[src/rtl/axi_lite_reg_slice.sv]
// Registered AXI4-Lite slice: every channel passes through a two-entry skid buffer.
// Latency: one clock per direction; sustains one beat per clock per channel.
// Backpressure: input ready comes straight from a flop and drops once the skid entry is occupied.

// Generic two-entry skid buffer; state bits double as the out_vld / !in_rdy flops.
module axi_lite_skid_buf #(
    parameter int WIDTH = 8
) (
    input  logic             aclk,
    input  logic             arst_n,
    input  logic             in_vld,
    output logic             in_rdy,
    input  logic [WIDTH-1:0] in_dat,
    output logic             out_vld,
    input  logic             out_rdy,
    output logic [WIDTH-1:0] out_dat
);

    // Encoding chosen so bit 0 is out_vld and bit 1 is skid occupancy.
    typedef enum logic [1:0] {
        EMPTY = 2'b00,
        ONE   = 2'b01,
        FULL  = 2'b11
    } state_t;

    state_t           state_q, state_d;
    logic [WIDTH-1:0] skid_dat_q;
    logic             in_hs, out_hs;
    logic             load_out_in, load_out_skid, load_skid;

    assign out_vld = state_q[0];
    assign in_rdy  = ~state_q[1];
    assign in_hs   = in_vld & in_rdy;
    assign out_hs  = out_vld & out_rdy;

    // Next state and register load enables from the two handshakes.
    always_comb begin
        state_d       = state_q;
        load_out_in   = 1'b0;
        load_out_skid = 1'b0;
        load_skid     = 1'b0;
        case (state_q)
            EMPTY: begin
                if (in_hs) begin
                    state_d     = ONE;
                    load_out_in = 1'b1;
                end
            end
            ONE: begin
                if (in_hs && out_hs) begin
                    load_out_in = 1'b1;
                end else if (in_hs) begin
                    state_d   = FULL;
                    load_skid = 1'b1;
                end else if (out_hs) begin
                    state_d = EMPTY;
                end
            end
            FULL: begin
                if (out_hs) begin
                    state_d       = ONE;
                    load_out_skid = 1'b1;
                end
            end
            default: state_d = EMPTY;
        endcase
    end

    // State register; reset discards any held beats.
    always_ff @(posedge aclk or negedge arst_n) begin
        if (!arst_n) begin
            state_q <= EMPTY;
        end else begin
            state_q <= state_d;
        end
    end

    // Payload registers; out_dat only changes on a load so it is stable while stalled.
    always_ff @(posedge aclk or negedge arst_n) begin
        if (!arst_n) begin
            out_dat    <= '0;
            skid_dat_q <= '0;
        end else begin
            if (load_out_in) begin
                out_dat <= in_dat;
            end else if (load_out_skid) begin
                out_dat <= skid_dat_q;
            end
            if (load_skid) begin
                skid_dat_q <= in_dat;
            end
        end
    end

endmodule

module axi_lite_reg_slice #(
    parameter int ADDR_WIDTH = 16,
    parameter int DATA_WIDTH = 32
) (
    input  logic                    aclk,
    input  logic                    arst_n,
    // Bus master side
    input  logic [ADDR_WIDTH-1:0]   S_AXI_awaddr,
    input  logic [2:0]              S_AXI_awprot,
    input  logic                    S_AXI_awvalid,
    output logic                    S_AXI_awready,
    input  logic [DATA_WIDTH-1:0]   S_AXI_wdata,
    input  logic [DATA_WIDTH/8-1:0] S_AXI_wstrb,
    input  logic                    S_AXI_wvalid,
    output logic                    S_AXI_wready,
    output logic [1:0]              S_AXI_bresp,
    output logic                    S_AXI_bvalid,
    input  logic                    S_AXI_bready,
    input  logic [ADDR_WIDTH-1:0]   S_AXI_araddr,
    input  logic [2:0]              S_AXI_arprot,
    input  logic                    S_AXI_arvalid,
    output logic                    S_AXI_arready,
    output logic [DATA_WIDTH-1:0]   S_AXI_rdata,
    output logic [1:0]              S_AXI_rresp,
    output logic                    S_AXI_rvalid,
    input  logic                    S_AXI_rready,
    // MMIO subsystem side
    output logic [ADDR_WIDTH-1:0]   M_AXI_awaddr,
    output logic [2:0]              M_AXI_awprot,
    output logic                    M_AXI_awvalid,
    input  logic                    M_AXI_awready,
    output logic [DATA_WIDTH-1:0]   M_AXI_wdata,
    output logic [DATA_WIDTH/8-1:0] M_AXI_wstrb,
    output logic                    M_AXI_wvalid,
    input  logic                    M_AXI_wready,
    input  logic [1:0]              M_AXI_bresp,
    input  logic                    M_AXI_bvalid,
    output logic                    M_AXI_bready,
    output logic [ADDR_WIDTH-1:0]   M_AXI_araddr,
    output logic [2:0]              M_AXI_arprot,
    output logic                    M_AXI_arvalid,
    input  logic                    M_AXI_arready,
    input  logic [DATA_WIDTH-1:0]   M_AXI_rdata,
    input  logic [1:0]              M_AXI_rresp,
    input  logic                    M_AXI_rvalid,
    output logic                    M_AXI_rready
);

    typedef struct packed {
        logic [ADDR_WIDTH-1:0] addr;
        logic [2:0]            prot;
    } ax_t;

    typedef struct packed {
        logic [DATA_WIDTH-1:0]   data;
        logic [DATA_WIDTH/8-1:0] strb;
    } w_t;

    typedef struct packed {
        logic [DATA_WIDTH-1:0] data;
        logic [1:0]            resp;
    } r_t;

    ax_t        aw_in, aw_out, ar_in, ar_out;
    w_t         w_in, w_out;
    r_t         r_in, r_out;
    logic [1:0] b_out;

    assign aw_in = '{addr: S_AXI_awaddr, prot: S_AXI_awprot};
    assign ar_in = '{addr: S_AXI_araddr, prot: S_AXI_arprot};
    assign w_in  = '{data: S_AXI_wdata,  strb: S_AXI_wstrb};
    assign r_in  = '{data: M_AXI_rdata,  resp: M_AXI_rresp};

    assign M_AXI_awaddr = aw_out.addr;
    assign M_AXI_awprot = aw_out.prot;
    assign M_AXI_araddr = ar_out.addr;
    assign M_AXI_arprot = ar_out.prot;
    assign M_AXI_wdata  = w_out.data;
    assign M_AXI_wstrb  = w_out.strb;
    assign S_AXI_rdata  = r_out.data;
    assign S_AXI_rresp  = r_out.resp;
    assign S_AXI_bresp  = b_out;

    axi_lite_skid_buf #(.WIDTH($bits(ax_t))) u_aw (
        .aclk(aclk), .arst_n(arst_n),
        .in_vld(S_AXI_awvalid), .in_rdy(S_AXI_awready), .in_dat(aw_in),
        .out_vld(M_AXI_awvalid), .out_rdy(M_AXI_awready), .out_dat(aw_out)
    );

    axi_lite_skid_buf #(.WIDTH($bits(w_t))) u_w (
        .aclk(aclk), .arst_n(arst_n),
        .in_vld(S_AXI_wvalid), .in_rdy(S_AXI_wready), .in_dat(w_in),
        .out_vld(M_AXI_wvalid), .out_rdy(M_AXI_wready), .out_dat(w_out)
    );

    axi_lite_skid_buf #(.WIDTH(2)) u_b (
        .aclk(aclk), .arst_n(arst_n),
        .in_vld(M_AXI_bvalid), .in_rdy(M_AXI_bready), .in_dat(M_AXI_bresp),
        .out_vld(S_AXI_bvalid), .out_rdy(S_AXI_bready), .out_dat(b_out)
    );

    axi_lite_skid_buf #(.WIDTH($bits(ax_t))) u_ar (
        .aclk(aclk), .arst_n(arst_n),
        .in_vld(S_AXI_arvalid), .in_rdy(S_AXI_arready), .in_dat(ar_in),
        .out_vld(M_AXI_arvalid), .out_rdy(M_AXI_arready), .out_dat(ar_out)
    );

    axi_lite_skid_buf #(.WIDTH($bits(r_t))) u_r (
        .aclk(aclk), .arst_n(arst_n),
        .in_vld(M_AXI_rvalid), .in_rdy(M_AXI_rready), .in_dat(r_in),
        .out_vld(S_AXI_rvalid), .out_rdy(S_AXI_rready), .out_dat(r_out)
    );

endmodule

[config.mk]
export PLATFORM = sky130hd
export DESIGN_NAME = axi_lite_reg_slice
export DESIGN_NICKNAME = d
export VERILOG_FILES = /design/src/rtl/axi_lite_reg_slice.sv
export SDC_FILE = /design/constraint.sdc
export NUM_CORES = 1
export LEC_CHECK = 0
export ABC_AREA = 1
export BUFFER_PORTS_ARGS = -buffer_cell sky130_fd_sc_hd__buf_2
export CAP_MARGIN = 20
export CORE_MARGIN = 2
export CORE_UTILIZATION = 56
export DETAILED_ROUTE_END_ITERATION = 6
export PLACE_DENSITY = 0.81
export SETUP_SLACK_MARGIN = 0.3
export SLEW_MARGIN = 20
export SYNTH_ARGS = -nofsm -noshare
export SYNTH_HDL_FRONTEND = slang
export SYNTH_HIERARCHICAL = 1
export SYNTH_SLANG_ARGS = --single-unit
[constraint.sdc]
create_clock -name aclk -period 1.7 [get_ports aclk]
set_input_delay 0.085 -clock aclk [delete_from_list [all_inputs] [get_ports aclk]]
set_output_delay 0.085 -clock aclk [all_outputs]
set_load 0.02 [all_outputs]
==> metrics.csv, run 1 <==
stage,metric,value,unit
floorplan,Starting Density,56.5,%
logic_synthesis,top_reg_cell synth,dfrtp_1,
clocking,CTS buffer count,25,
status,First Err,[ERROR GRT-0232] Routing congestion too high. Check the congestion heatmap in the GUI.,
status,status,aborted with a tool error,
logic_synthesis,register area share after synthesis,48.9,%
global_routing,largest net degree at the start of global routing,69,
floorplan,Die X,149,um
clocking,clock buffer depth,3,
global_routing,antenna violations before repair,14,
logic_synthesis,Synth area leader,dfrtp_1,
status,Halt Stage,global routing,
clocking,clock sinks,230,
clocking,H-tree depth,1,
floorplan,I/O pin total,242,
global_routing,Total GRT Usage,73.2,%
logic_synthesis,syn avg cell area,7.89,um2
logic_synthesis,Cell variety after synth,24,
floorplan,num rows,53,
logic_synthesis,number of synthesized register bits,230,
floorplan,Die Y-Extent,149,um
sta,post-GRT worst EP,u_r/out_dat[32]$_DFFE_PN0P_/D,
logic_synthesis,"count leader, synth",nand2_1,
logic_synthesis,"Async S/R FF share, synth",100,%
logic_synthesis,"EDFF count, synth",0,
logic_synthesis,Netlist Area Pre-Place,11800,um2
sta,Worst EP Category,register data pin,
logic_synthesis,Synth top area share,48.9,%
clocking,clk root buf,clkbuf_16,
placed_design,GPL Wtd Cong,0.849,
logic_synthesis,Post-synth top cells,"nand2_1, dfrtp_1, inv_1",
global_routing,GRT Residual Overflow,21,
placed_design,Detailed Place HPWL,19300,um
logic_synthesis,yosys warns,6,
logic_synthesis,synth top area cells,"dfrtp_1, nand2_1, nand4_1",
placed_design,PortBufs,241,
logic_synthesis,synthesized instance count,1491,
logic_synthesis,syn_nets,1633,
-- per-stage QoR --
| step | instances | hold slack [ns] | setup slack [ns] | cell area (um2) | setup TNS [ns] |
|---|---|---|---|---|---|
| 2_1_floorplan | 1491 | -0.211 | 0.264 | 11900 | 0 |
| 3_5_place_dp | 1954 | -0.00346 | -0.110 | 13300 | -2.53 |
| 3_3_place_gp | 1954 | -0.00129 | -0.0302 | 13300 | -0.586 |
| 4_1_cts | 2195 | 0.00120 | 0.149 | 16900 | 0 |
-- cells by family after synthesis --
logic type	Yosys count	share of synthesized area (%)
fa+ha+maj	20	2.13
compound gates	115	4.96
flops	230	48.9
simple gates	880	33.7
buf+inv	246	10.3
-- metal layers --
layer	overflow	GRT usage, %
met1	0	73.8
met2	12	93.0
met3	0	52.8
met4	9	73.7
met5	0	19.8
-- what timing repair did --
item | CTS
pin swaps | 30
endpoints found under the setup margin | 227
resized for setup | 124
hold buffers | 112
setup buffers | 59
gates cloned | 27
endpoints found under the hold margin | 451
==> run 2: changes to the inputs <==
Settings changed: CORE_UTILIZATION 56 to 40, PLACE_DENSITY 0.81 to unset, PLACE_DENSITY_LB_ADDON set to 0.15, SETUP_SLACK_MARGIN 0.3 to unset.
==> run 2 against run 1 <==
Effect of this change:
- the flow now finishes without violations
- synthesized area unchanged
- synthesized cell count unchanged
==> metrics.csv, run 2 <==
stage,metric,value,unit,change
global_routing,met3 Use GR,2.84,%,
power_and_ir_drop,Sw Pwr,12.4,mW,
sta,fin crit period,1.60,ns,
logic_synthesis,number of synthesized register bits,230,,unchanged
power_and_ir_drop,Sequential Power Share,34.1,%,
sta,max frequency,627,MHz,
sta,final worst slack,0.104,ns,
clocking,clk root buf,clkbuf_16,,unchanged
setup_path,startpoint types,flop,,
global_routing,GRT Residual Overflow,0,,
logic_synthesis,"count leader, synth",nand2_1,,unchanged
clocking,TritonCTS clock tree,yes,,
cells_and_area,area used by multi-input combinational logic,4850,um2,
floorplan,Die ar.,30800,um2,
worst_hold_path,Worst Hold Endpoint,u_aw/state_q[1]$_DFFE_PN0P_,,
global_routing,met1 GRT Util,28.7,%,
global_routing,vias in the first global route,10400,,
cells_and_area,"most common cell after layout, fill and taps aside",nand2_1,,
logic_synthesis,yosys warns,6,,unchanged
logic_synthesis,"EDFF count, synth",0,,unchanged
cells_and_area,fill cell count,2706,,
setup_path,critical path class,reg2reg,,
setup_path,Worst Path Required,2.14,ns,
global_routing,Total GRT Usage,20.2,%,
worst_hold_path,Hold Path Cell Cnt,5,,
detailed_routing,vias per cell,4.88,,
floorplan,Starting Density,40.8,%,was 56.5%
floorplan,Die Y-Extent,176,um,was 149 um
clocking,CTS buffer count,26,,was 25
logic_synthesis,synth top area cells,"dfrtp_1, nand2_1, nand4_1",,unchanged
detailed_routing,initial drt markers,712,,
placed_design,Detailed Place HPWL,20500,um,was 19300 um
placed_design,GPL Wtd Cong,0.820,,was 0.849
detailed_routing,drc violations,0,,
cells_and_area,nets,1981,,
sta,Final Max Slew Viols,0,,
logic_synthesis,Netlist Area Pre-Place,11800,um2,unchanged
worst_hold_path,hold path startpoint,S_AXI_awvalid,,
power_and_ir_drop,VDD IR max,0.847,mV,
power_and_ir_drop,Leakage,8.12,nW,
power_and_ir_drop,Clock power frac,18.2,%,
power_and_ir_drop,Sw Share,42.1,%,
clocking,clock sinks,230,,unchanged
clocking,clk_lat worst skew,0.52,ns,
logic_synthesis,Cell variety after synth,24,,unchanged
global_routing,global-route wire length before repair,52200,um,
logic_synthesis,register area share after synthesis,48.9,%,unchanged
logic_synthesis,Synth top area share,48.9,%,unchanged
detailed_routing,final wirelength,32100,um,
global_routing,largest net degree at the start of global routing,58,,
detailed_routing,vias,10900,,
sta,crit share post-route,93.9,%,
setup_path,CP endpoint kind,flop,,
sta,skew final,0.00851,ns,
sta,final hold violation count,0,,
global_routing,met2 usage,33.2,%,
setup_path,RR Endpoint,u_w/skid_dat_q[22]$_DFFE_PN0P_,,
clocking,clock buffer depth,3,,unchanged
cells_and_area,ant diodes,0,,
global_routing,antenna violations before repair,0,,
logic_synthesis,Post-synth top cells,"nand2_1, dfrtp_1, inv_1",,unchanged
detailed_routing,first-pass iteration count of the detailed router,5,,
placed_design,PortBufs,241,,unchanged
setup_path,reg-to-reg critical path startpoint,u_w/state_q[1]$_DFFE_PN0P_,,
worst_hold_path,HP Class,in2reg,,
sta,final setup fails,0,,
placed_design,area post-placement,13500,um2,was 13300 um2
power_and_ir_drop,Int Pwr,17.1,mW,
power_and_ir_drop,share of power burned in combinational logic,47.7,%,
run,Max-Cap Viols,0,,
logic_synthesis,"Async S/R FF share, synth",100,%,unchanged
clocking,H-tree depth,1,,unchanged
floorplan,Die X,176,um,was 149 um
floorplan,Core Area,28900,um2,
placed_design,pre-CTS WS,-0.0495,ns,was -0.110 ns
power_and_ir_drop,pwr dens,1880,nW/um2,
setup_path,maximum fanout along the worst path,28,,
cells_and_area,register area,5760,um2,
sta,Slew @ Worst Pin,0.499,ns,
logic_synthesis,Synth area leader,dfrtp_1,,unchanged
status,status,finished clean,,was aborted with a tool error
logic_synthesis,top_reg_cell synth,dfrtp_1,,unchanged
cells_and_area,Syn-to-layout area delta,32.9,%,
cells_and_area,layout cells sized above 1,21.1,%,
cells_and_area,largest registers,"u_w/out_dat (36), u_w/skid_dat_q (36)",,
clocking,clock input transition at the sequential cells of the worst setup and hold paths,0.06,ns,
cells_and_area,Finished Cell Area,15600,um2,
setup_path,reg2reg setup slack,0.10,ns,
global_routing,grt peak-use layer,met2,,
floorplan,I/O pin total,242,,unchanged
detailed_routing,Routed Antenna Nets,0,,
sta,Slew headroom,66.7,%,
setup_path,Reg2Reg Depth,8,,
logic_synthesis,syn_nets,1633,,unchanged
logic_synthesis,synthesized instance count,1491,,unchanged
cells_and_area,"commonest cells after routing, fill and taps aside","nand2_1, buf_2, dfrtp_1",,
setup_path,Worst EP arrival,2.03,ns,
logic_synthesis,syn avg cell area,7.89,um2,unchanged
floorplan,num rows,62,,was 53
detailed_routing,per-cell routed wire length,14.3,um,
-- run 2: cell counts after synthesis --
Identical to the previous run, type by type.
-- run 2: power by group through the flow --
| stage | clock (mW) | sequential [mW] | combinational, mW |
|---|---|---|---|
| 2_1_floorplan | 0 | 11.5 | 8.08 |
| 3_3_place_gp | 0 | 10.1 | 13.4 |
| 3_5_place_dp | 0 | 10.1 | 13.6 |
| 4_1_cts | 5.54 | 10.0 | 13.9 |
| 5_1_grt | 5.75 | 10.4 | 15.8 |
| 6_report | 5.35 | 10.0 | 14.1 |
-- run 2: area by class of cell --
| type | count | area share (%) |
|---|---|---|
| tap | 384 | 3.07 |
| multi-input combinational | 1016 | 31.0 |
| sequential | 230 | 36.8 |
| clock inverter | 6 | 0.352 |
| clock buffer | 39 | 4.80 |
| timing repair buffer | 412 | 20.3 |
| inverter | 153 | 3.69 |
-- run 2: worst max path at each step --
| stage | from | to | depth (start not counted) |
|---|---|---|---|
| final | u_w/state_q[1]$_DFFE_PN0P_ | u_w/skid_dat_q[22]$_DFFE_PN0P_ | 8 |
| after detailed placement | u_aw/state_q[0]$_DFFE_PN0P_ | u_aw/out_dat[13]$_DFFE_PN0P_ | 6 |
| after global placement | u_aw/state_q[0]$_DFFE_PN0P_ | u_aw/out_dat[10]$_DFFE_PN0P_ | 6 |
| after floorplan | u_r/state_q[1]$_DFFE_PN0P_ | u_r/skid_dat_q[13]$_DFFE_PN0P_ | 7 |
| after CTS | u_w/state_q[1]$_DFFE_PN0P_ | u_w/skid_dat_q[5]$_DFFE_PN0P_ | 7 |
| after global routing | u_ar/state_q[1]$_DFFE_PN0P_ | u_ar/out_dat[17]$_DFFE_PN0P_ | 7 |
-- run 2: cells by family after synthesis --
family / Yosys count / share of synthesized area, %
flip-flops: 230 / 48.9
AO/OA/AOI/OAI: 115 / 4.96
adder cells (fa/ha/maj): 20 / 2.13
AND/OR/NAND/NOR: 880 / 33.7
buffers and inverters: 246 / 10.3
-- run 2: worst max-delay path, stage by stage (launching register included) --
cell	delay (ns)
dfrtp_1	0.46
inv_2	0.12
ha_2	0.22
nand2_1	0.12
nor2_4	0.12
buf_12	0.14
buf_12	0.17
nor2_1	0.05
a21oi_1	0.12
-- run 2: what timing repair did --
action | in CTS | in global routing
hold buffers | 115 | 0
gates resized for setup | 0 | 17
endpoints found under the setup margin | 19 | 173
gates cloned | 1 | 2
buffers inserted | 0 | 5
hold endpoints to repair | 457 | 0
pin swaps | 1 | 3
-- run 2: routing by layer --
metal  share of wire [%]  up-vias
li1                    -     5467
met5                   0        -
met4                 1.5        0
met1                  46     5147
met3                 5.5       27
met2                  47      301
-- run 2: stage by stage --
step | std cells | hold slack (ns) | power (mW) | TNS, ns | utilization, %
after floorplan | 1491 | -0.211 | 19.6 | 0 | -
after global placement | 2072 | 0.0416 | 23.4 | 0 | 46.8
after detailed placement | 2072 | 0.0356 | 23.7 | -0.703 | 46.8
after CTS | 2233 | 0.000632 | 29.4 | 0 | 53.6
after global routing | 2240 | 0.0377 | 31.9 | -0.000443 | 54.2
final | 2240 | 0.0285 | 29.5 | 0 | 54.2
No activity file was read; power rests on OpenSTA's default activity.
==> run 3: changes to the inputs <==
Settings changed: ABC_AREA 1 to unset, CELL_PAD_IN_SITES_DETAIL_PLACEMENT set to 1, CELL_PAD_IN_SITES_GLOBAL_PLACEMENT set to 1.
==> run 3 against run 2 <==
Effect of this change:
- the run now ends with DRC left
- worst hold slack got worse by 0.014 ns
- sequential power barely moved
- sequential share of layout area rose by 2.7 points
- core utilization rose by 1.6 points
- final cell count fell by 30%
- first-iteration DRC count fell by 46%
- synthesized cell count fell by 44%
- routed wire length fell by 9.5%
- count of clock-buffer cells in the layout rose by 4
- combinational power fell by 14%
- power fell by 6.3%
==> metrics.csv, run 3 <==
stage,metric,value,unit,change
logic_synthesis,Synth top area share,54.0,%,was 48.9%
cells_and_area,Post-Route Utilization,55.8,%,was 54.2%
cells_and_area,"most common cell after layout, fill and taps aside",buf_2,,was nand2_1
setup_path,maximum fanout along the worst path,13,,was 28
floorplan,Starting Density,40.7,%,was 40.8%
cells_and_area,nets,1364,,was 1981
placed_design,PortBufs,241,,unchanged
logic_synthesis,Post-synth top cells,"dfrtp_1, nand2_1, mux2i_1",,"was nand2_1, dfrtp_1, inv_1"
clocking,clk_lat worst skew,0.52,ns,about the same
floorplan,Core Area,26100,um2,was 28900 um2
sta,crit share post-route,99.3,%,was 93.9%
detailed_routing,final wirelength,29000,um,was 32100 um
setup_path,reg2reg setup slack,0.01,ns,was 0.10 ns
placed_design,GPL Wtd Cong,0.798,,was 0.820
logic_synthesis,synthesized instance count,838,,was 1491
sta,skew final,0.00603,ns,was 0.00851 ns
setup_path,critical path class,reg2reg,,unchanged
power_and_ir_drop,pwr dens,1890,nW/um2,was 1880 nW/um2
logic_synthesis,synth top area cells,"dfrtp_1, mux2i_1, mux2_4",,"was dfrtp_1, nand2_1, nand4_1"
setup_path,Worst EP arrival,2.11,ns,was 2.03 ns
power_and_ir_drop,VDD IR max,0.926,mV,was 0.847 mV
floorplan,num rows,59,,was 62
logic_synthesis,"Async S/R FF share, synth",100,%,unchanged
logic_synthesis,combinational family with the most area after synthesis,multiplexers,,was simple AND/OR/NAND/NOR gates
logic_synthesis,yosys warns,6,,unchanged
clocking,TritonCTS clock tree,yes,,unchanged
global_routing,Total GRT Usage,20.1,%,was 20.2%
detailed_routing,per-cell routed wire length,18.4,um,was 14.3 um
logic_synthesis,syn avg cell area,12.7,um2,was 7.89 um2
logic_synthesis,number of synthesized register bits,230,,unchanged
logic_synthesis,"count leader, synth",dfrtp_1,,was nand2_1
sta,Slew @ Worst Pin,0.369,ns,was 0.499 ns
status,failing checks,DRC,,
setup_path,Worst Path Required,2.12,ns,was 2.14 ns
cells_and_area,largest registers,"u_w/out_dat (36), u_w/skid_dat_q (36)",,unchanged
detailed_routing,Routed Antenna Nets,0,,unchanged
logic_synthesis,"EDFF count, synth",0,,unchanged
global_routing,GRT Residual Overflow,0,,unchanged
global_routing,vias in the first global route,8843,,was 10400
clocking,clock input transition at the sequential cells of the worst setup and hold paths,0.06,ns,about the same
sta,final worst slack,0.0116,ns,was 0.104 ns
power_and_ir_drop,Leakage,7.56,nW,was 8.12 nW
logic_synthesis,register area share after synthesis,54.0,%,was 48.9%
sta,final setup fails,0,,unchanged
cells_and_area,Syn-to-layout area delta,37.0,%,was 32.9%
sta,setup TNS,0,ns,unchanged
detailed_routing,vias per cell,5.03,,was 4.88
clocking,clock sinks,230,,unchanged
global_routing,antenna violations before repair,2,,was 0
logic_synthesis,Post-Synth Simple-Gate Area,6.67,%,was 33.7%
logic_synthesis,post-synthesis mux area share,24.1,%,was 0%
logic_synthesis,Synth Area in Compound Gates,8.33,%,was 4.96%
placed_design,pre-CTS WS,0.0109,ns,was -0.0495 ns
sta,Final Max Slew Viols,0,,unchanged
detailed_routing,initial drt markers,387,,was 712
clocking,CTS buffer count,26,,unchanged
sta,Slew headroom,75.4,%,was 66.7%
clocking,clk root buf,clkbuf_16,,unchanged
logic_synthesis,XOR/XNOR Fraction of Synth Area,0,%,unchanged
logic_synthesis,syn_nets,980,,was 1633
logic_synthesis,Cell variety after synth,39,,was 24
setup_path,startpoint types,flop,,unchanged
clocking,clock buffer depth,3,,unchanged
status,status,finished with violations,,was finished clean
run,Max-Cap Viols,0,,unchanged
clocking,H-tree depth,1,,unchanged
placed_design,Detailed Place HPWL,17900,um,was 20500 um
cells_and_area,"commonest cells after routing, fill and taps aside","buf_2, dfrtp_1, nand2_1",,"was nand2_1, buf_2, dfrtp_1"
sta,fin crit period,1.69,ns,was 1.60 ns
floorplan,Die ar.,27900,um2,was 30800 um2
detailed_routing,drc violations,16,,was 0
setup_path,CP endpoint kind,flop,,unchanged
cells_and_area,layout cells sized above 1,38.0,%,was 21.1%
global_routing,largest net degree at the start of global routing,66,,was 58
floorplan,I/O pin total,242,,unchanged
logic_synthesis,adder-cell share of the synthesized area,2.35,%,was 2.13%
sta,max frequency,592,MHz,was 627 MHz
sta,final hold violation count,0,,unchanged
floorplan,Die Y-Extent,167,um,was 176 um
floorplan,Die X,167,um,was 176 um
logic_synthesis,Netlist Area Pre-Place,10600,um2,was 11800 um2
detailed_routing,vias,7934,,was 10900
global_routing,global-route wire length before repair,46200,um,was 52200 um
worst_hold_path,HP Class,in2reg,,unchanged
detailed_routing,first-pass iteration count of the detailed router,6,,was 5
logic_synthesis,Synth area leader,dfrtp_1,,unchanged
logic_synthesis,top_reg_cell synth,dfrtp_1,,unchanged
[run 3: cell count changes after synthesis, sizes merged, moves of 118 or more]
cell and delta:
nor2 -130, o21ai +118, nand3 -127, inv -140, nand2 -373
[run 3: final cells by class]
| cell class | count | area (um2) |
|---|---|---|
| Timing Repair Buffer | 400 | 3000 |
| Clock inverter | 3 | 40.0 |
| Sequential cell | 230 | 5760 |
| Multi-Input combinational cell | 551 | 4500 |
| Inverter | 13 | 48.8 |
| Fill cell | 2720 | 11500 |
| Clock buffer | 43 | 816 |
| Antenna cell | 2 | 5.00 |
| Tap cell | 335 | 419 |
[run 3: through the flow]
step / power, mW / cell area (um2) / std cells / hold slack [ns]
after floorplan: 17.6 / 10700 / 838 / -0.211
after global placement: 20.8 / 12400 / 1407 / -0.00846
after detailed placement: 21.2 / 12400 / 1407 / -0.00720
after CTS: 27.3 / 14400 / 1567 / 0.000473
after global routing: 29.4 / 14600 / 1577 / 0.0347
final: 27.6 / 14600 / 1577 / 0.0143
[run 3: path summary, 6_finish.rpt]
check                                           startpoint                         endpoint  cells after the start
min                                           S_AXI_wvalid       u_w/state_q[1]$_DFFE_PN0P_                      4
max in group asynchronous                           arst_n      u_r/out_dat[13]$_DFFE_PN0P_                      3
max reg2reg                     u_w/state_q[0]$_DFFE_PN0P_       u_w/out_dat[2]$_DFFE_PN0P_                      7
min in group asynchronous                           arst_n     u_ar/out_dat[11]$_DFFE_PN0P_                      2
min reg2reg                u_aw/skid_dat_q[13]$_DFFE_PN0P_  u_aw/skid_dat_q[13]$_DFFE_PN0P_                      1
max                             u_w/state_q[0]$_DFFE_PN0P_       u_w/out_dat[2]$_DFFE_PN0P_                      7
[run 3: report_power, final]
part	switching (mW)	internal, mW	total (mW)	leakage (nW)
combinational	6.40	5.74	12.1	4.36
sequential	1.62	8.26	9.87	2.78
clock	2.20	3.39	5.59	0.422
total	10.2	17.4	27.6	7.56
[run 3: kinds of logic (layout without fill, tap and decap cells)]
group                    after synthesis  after routing
buffers and inverters                 57            459
AND/OR/NAND/NOR                      159            159
adder cells (fa/ha/maj)               20             20
other                                  0              2
multiplexers                         220            220
flip-flops                           230            230
AO/OA/AOI/OAI                        152            152
[run 3: what timing repair did]
item / 4_1_cts / 5_1_grt
endpoints found under the hold margin: 452 / 0
gates resized for setup: 2 / 18
endpoints found under the setup margin: 25 / 84
pin swaps: 0 / 2
hold buffers: 114 / 0
gates cloned: 0 / 4
setup buffers: 0 / 4
[run 3: per-layer routing]
metal,vias up,GRT usage (%),wire length [um]
li1,3694,-,-
met5,-,0,0
met1,3992,24.9,12100
met4,0,5.82,874
met3,56,4.82,1900
met2,192,35.1,14100
[run 3: worst max-delay path, stage by stage, from the launching register on]
cell and delay, ns:
dfrtp_2 0.47, ha_4 0.18, buf_4 0.15, a31oi_4 0.18, nor2_4 0.06, buf_12 0.14, clkbuf_16 0.17, o21ai_0 0.23
